$ cat src/rtl/p23_fifo_flags.sv
// Parametrised synchronous FIFO with an explicit level counter, programmable almost-full
// and almost-empty thresholds, sticky error flags, synchronous flush and a selectable read mode.
module p23_fifo_flags #(
    parameter int DATA_WIDTH   = 8,
    parameter int DEPTH        = 16,
    parameter int AF_THRESH    = DEPTH - 1,
    parameter int AE_THRESH    = 1,
    parameter int READ_LATENCY = 0
) (
    input  logic                      clk,
    input  logic                      reset,
    input  logic                      clear,
    input  logic [DATA_WIDTH-1:0]     din,
    input  logic                      push,
    input  logic                      pop,
    output logic [DATA_WIDTH-1:0]     dout,
    output logic                      dout_valid,
    output logic                      full,
    output logic                      empty,
    output logic                      almost_full,
    output logic                      almost_empty,
    output logic [$clog2(DEPTH):0]    level,
    output logic                      overflow,
    output logic                      underflow
);

    localparam int AW = $clog2(DEPTH);
    localparam int LW = AW + 1;

    logic [DATA_WIDTH-1:0] mem_q [DEPTH];

    logic [AW-1:0] wr_ptr_q, wr_ptr_d;
    logic [AW-1:0] rd_ptr_q, rd_ptr_d;
    logic [LW-1:0] level_q, level_d;
    logic          overflow_q, overflow_d;
    logic          underflow_q, underflow_d;
    logic          push_ok, pop_ok, wr_en;

    assign full         = (level_q == LW'(DEPTH));
    assign empty        = (level_q == '0);
    assign almost_full  = (level_q >= LW'(AF_THRESH));
    assign almost_empty = (level_q <= LW'(AE_THRESH));
    assign level        = level_q;
    assign overflow     = overflow_q;
    assign underflow    = underflow_q;

    // A pop frees a slot in the same cycle, so a push against a full FIFO still lands.
    always_comb begin
        pop_ok      = pop && !empty;
        push_ok     = push && (!full || pop_ok);
        wr_en       = push_ok && !clear;
        wr_ptr_d    = wr_ptr_q;
        rd_ptr_d    = rd_ptr_q;
        level_d     = level_q;
        overflow_d  = overflow_q;
        underflow_d = underflow_q;
        if (clear) begin
            wr_ptr_d    = '0;
            rd_ptr_d    = '0;
            level_d     = '0;
            overflow_d  = 1'b0;
            underflow_d = 1'b0;
        end else begin
            if (push_ok) wr_ptr_d = wr_ptr_q + AW'(1);
            if (pop_ok)  rd_ptr_d = rd_ptr_q + AW'(1);
            case ({push_ok, pop_ok})
                2'b10:   level_d = level_q + LW'(1);
                2'b01:   level_d = level_q - LW'(1);
                default: level_d = level_q;
            endcase
            if (push && !push_ok) overflow_d  = 1'b1;
            if (pop && !pop_ok)   underflow_d = 1'b1;
        end
    end

    always_ff @(posedge clk or posedge reset) begin
        if (reset) begin
            wr_ptr_q    <= '0;
            rd_ptr_q    <= '0;
            level_q     <= '0;
            overflow_q  <= 1'b0;
            underflow_q <= 1'b0;
        end else begin
            wr_ptr_q    <= wr_ptr_d;
            rd_ptr_q    <= rd_ptr_d;
            level_q     <= level_d;
            overflow_q  <= overflow_d;
            underflow_q <= underflow_d;
        end
    end

    // Storage is deliberately left out of reset.
    always_ff @(posedge clk) begin
        if (wr_en) mem_q[wr_ptr_q] <= din;
    end

    if (READ_LATENCY == 0) begin : g_show_ahead
        assign dout       = mem_q[rd_ptr_q];
        assign dout_valid = !empty;
    end else begin : g_registered
        logic [DATA_WIDTH-1:0] dout_q, dout_d;
        logic                  dout_valid_q, dout_valid_d;

        always_comb begin
            dout_d       = dout_q;
            dout_valid_d = 1'b0;
            if (!clear && pop_ok) begin
                dout_d       = mem_q[rd_ptr_q];
                dout_valid_d = 1'b1;
            end
        end

        always_ff @(posedge clk or posedge reset) begin
            if (reset) begin
                dout_q       <= '0;
                dout_valid_q <= 1'b0;
            end else begin
                dout_q       <= dout_d;
                dout_valid_q <= dout_valid_d;
            end
        end

        assign dout       = dout_q;
        assign dout_valid = dout_valid_q;
    end

endmodule
$ cat config.mk
export PLATFORM = sky130hd
export DESIGN_NAME = p23_fifo_flags
export DESIGN_NICKNAME = d
export VERILOG_FILES = /design/src/rtl/p23_fifo_flags.sv
export SDC_FILE = /design/constraint.sdc
export NUM_CORES = 1
export LEC_CHECK = 0
export BUFFER_PORTS_ARGS = -buffer_cell sky130_fd_sc_hd__buf_4
export CORE_UTILIZATION = 50
export DETAILED_ROUTE_END_ITERATION = 12
export PLACE_DENSITY = 0.68
export SYNTH_ARGS = -nofsm -noshare
export SYNTH_HDL_FRONTEND = slang
export SYNTH_SLANG_ARGS = --single-unit
export TNS_END_PERCENT = 5
$ cat constraint.sdc
create_clock -name clk -period 3 [get_ports clk]
set_clock_uncertainty 0.15 [all_clocks]
set_input_delay 0.6 -clock clk [delete_from_list [all_inputs] [get_ports clk]]
set_output_delay 0.6 -clock clk [all_outputs]
set_load 0.02 [all_outputs]
==> out/results.txt <==
Ports = 33
Cts bufs inserted = 17
Die area = 12410 um2
Combinational power share = 0.214
Post-synthesis instance total = 339
Die Height = 111.4 um
Htree depth = 4
Crit Reg-Reg Endpoint = mem_q[1][6]$_DFFE_PP_
Clk pwr share = 0.376
Layout cells sized above 1 = 0.2781
Syn_area_per_cell = 17.65 um2
Critical Path RT = 2.25 ns
Grt ovf = 0
Worst-path fanout max = 12
Critical path destination = dout[1]
Synth Flop Type = edfxtp_1
Hold Crit Class = input pin to async pin
Pwr/cell area = 799.8 nW/um2
Finished Core Util = 0.6087
DRC = 6
Synth area leader = edfxtp_1
Worst Slack Setup Final = 0.1208 ns
P&R area growth vs syn = 17.62%
Sequential Power Share = 0.410
CP startpoint = rd_ptr_q[0]$_DFFE_PP0P_
Reg clk slew, reported paths = 0.06 ns
Number of diodes = 0
FFs w/ async S/R, synth = 0.1049
Post-synth EDFFs = 128
Global-route wire length before repair = 18620 um
Sequential cell area = 4223 um2
Pre-CTS WS = 0.3216 ns
Sink Count = 143
RD Place Congestion = 0.8363
Switching pwr = 1471 uW
Vias per cell = 5.925
R2r startpoint = level[0]$_DFFE_PP0P_
Initial antenna violation count = 0
MaxCap Viol Count = 0
VDD IR max = 0.0004492 V
Post-Route WL = 11700 um
Number of global-route vias before repair = 3233
Synthesized flop and latch total = 143
Post-route ant nets = 0
Fin crit share = 0.9597
Crit path launch type = register
Initial core utilization = 0.5175
Port Buffers = 32
Worst-Skew Late Latency = 0.41 ns
Status = complete, but fails checks
Final slew viol count = 0
Worst slew margin = 0.5034
Reg-to-reg slack, setup = 0.30 ns
Multi-input logic area = 1634 um2
Switching part of the total = 0.2613
Crit Path Class = register to output port
Synthesized cell area = 5984 um2
Failing checks = design-rule violations
Row cnt = 39
Setup TNS Final = 0 ns
Slew at the pin closest to its max-slew limit = 0.7434 ns
Layout fillers = 865
1st-iter DRT viols = 308
WL per Instance = 21.87 um
CTS tree = done
Synth Warn # = 0
Final net count = 402
Final Hold Viols = 0
Final critical-path required period = 2.879 ns
RSZ-0062 raised after global routing = no
Drt pass-1 iters = 8
Reg2Reg Depth = 7
Die width = 111.4 um
Top cells by area, synth = edfxtp_1 64%, mux4_2 12%, dfrtp_1 6.3%
Seq/Total Area, Yosys = 0.7050
P_leak = 0.002446 uW
Netlist cell types = 42
DP Wirelength = 7567 um
Critical Path AT = 2.13 ns
Largest net degree at the start of global routing = 36
Critical Path End Type = output port
Post-Syn Nets = 362
P_int = 4159 uW
Total track usage = 0.2092
Root Buffer Master = clkbuf_16
Yosys top cell area share = 0.6423
Clk buf depth = 2
FMAX = 347.3 MHz
Setup violators final = 0
Total core area = 11560 um2
Routed via count = 3170
==> repair_timing <==
item,4_1_cts,5_1_grt
gates resized for setup,1,0
hold buffers,0,0
endpoints found under the setup margin,8,0
hold endpoints to repair,0,0
buffers inserted,1,0
==> metal layers <==
| layer | vias up | part of all wire | track usage |
|---|---|---|---|
| li1 | 1436 | - | - |
| met1 | 1617 | 0.45 | 0.3078 |
| met2 | 107 | 0.48 | 0.3033 |
| met3 | 10 | 0.062 | 0.04845 |
| met4 | 0 | 0.0074 | 0.08739 |
| met5 | - | 0 | 0 |
==> critical path, cell delays in order, from the launching register on <==
cell and delay, ns:
dfrtp_4 0.47, buf_12 0.18, mux4_2 0.50, a22oi_1 0.32, nand2_1 0.09, buf_4 0.16
==> Yosys cell counts, drive strengths merged, types with 3 or more instances <==
| cell | number |
|---|---|
| a21oi | 7 |
| a22oi | 17 |
| and3 | 9 |
| and4 | 3 |
| and4b | 3 |
| buf | 10 |
| clkbuf | 11 |
| dfrtp | 15 |
| edfxtp | 128 |
| ha | 10 |
| inv | 8 |
| mux4 | 32 |
| nand2 | 14 |
| nand3 | 6 |
| nor2 | 20 |
| nor2b | 6 |
| nor3 | 5 |
| nor3b | 3 |
| nor4 | 3 |
| xor2 | 5 |
==> cells by family (layout without fill, tap and decap cells) <==
logic type | after synthesis | after routing | share of synthesized area
buffers and inverters | 29 | 82 | 0.02195
AOI/OAI and AO/OA | 35 | 35 | 0.04244
xor gates and xnor gates | 7 | 7 | 0.01024
muxes | 35 | 35 | 0.1257
adders and majority gates | 10 | 10 | 0.02091
and+or+nand+nor | 80 | 80 | 0.07380
DFF | 143 | 143 | 0.7050
==> layout by cell type, fill, tap and decap left out, types with 2 or more instances in the layout <==
cell type and n:
dfrtp_1 14, xor2_1 5, mux4_2 32, and4b_1 3, nor3_1 5, a22oi_1 17, and4_1 3, nor2b_1 6
clkbuf_16 21, clkbuf_1 4, nor3b_1 3, clkinvlp_4 3, inv_1 8, and3_1 8, nor2_1 20, nand2_1 14
nand2b_1 2, a21oi_1 7, mux2i_1 2, ha_1 10, xnor2_1 2, nor4_1 3, a311oi_1 2, nand3_1 6
edfxtp_1 128, nand4_1 2, buf_4 39, buf_12 3
==> cell type report <==
type                    instances  share of cell area
well taps                     143             0.02542
clock buffers                  26             0.07874
multi-input cells             167              0.2321
inverters                       8            0.004266
repair buffers                 42             0.05012
flip-flops and latches        143              0.5999
clock inverters                 6            0.009421
==> flip-flops by register name, summed over array words and instances (netlist names) <==
| name | cells |
|---|---|
| underflow | 1 |
| wr_ptr_q | 4 |
| mem_q | 128 |
| rd_ptr_q | 4 |
| overflow | 1 |
| level | 5 |
==> through the flow <==
| step | hold slack (ns) | std cells | total power, uW | area [um2] |
|---|---|---|---|---|
| 5_1_grt | 0.1395 | 535 | 5854 | 7039 |
| 3_3_place_gp | 0.3322 | 502 | 3522 | 6396 |
| 3_5_place_dp | 0.3519 | 502 | 3530 | 6396 |
| 4_1_cts | 0.1105 | 535 | 5664 | 7039 |
| 6_report | 0.1107 | 535 | 5630 | 7039 |
| 2_1_floorplan | 0.3515 | 339 | 3168 | 5984 |
==> power by group through the flow <==
stage | logic [uW] | registers (uW) | clock network [uW]
floorplan | 834 | 2330 | 0
global placement | 1160 | 2360 | 0
detailed placement | 1170 | 2360 | 0
CTS | 1210 | 2310 | 2150
global route | 1290 | 2320 | 2240
finish | 1200 | 2310 | 2120
==> worst min path at each step <==
| stage | cells past startpoint | to | startpoint |
|---|---|---|---|
| global route | 2 | underflow$_DFFE_PP0P_ | reset |
| CTS | 2 | underflow$_DFFE_PP0P_ | reset |
| global placement | 2 | underflow$_DFFE_PP0P_ | underflow$_DFFE_PP0P_ |
| detailed placement | 2 | underflow$_DFFE_PP0P_ | underflow$_DFFE_PP0P_ |
| finish | 2 | underflow$_DFFE_PP0P_ | reset |
| floorplan | 1 | level[0]$_DFFE_PP0P_ | reset |
(Power assumes the default switching activity.)
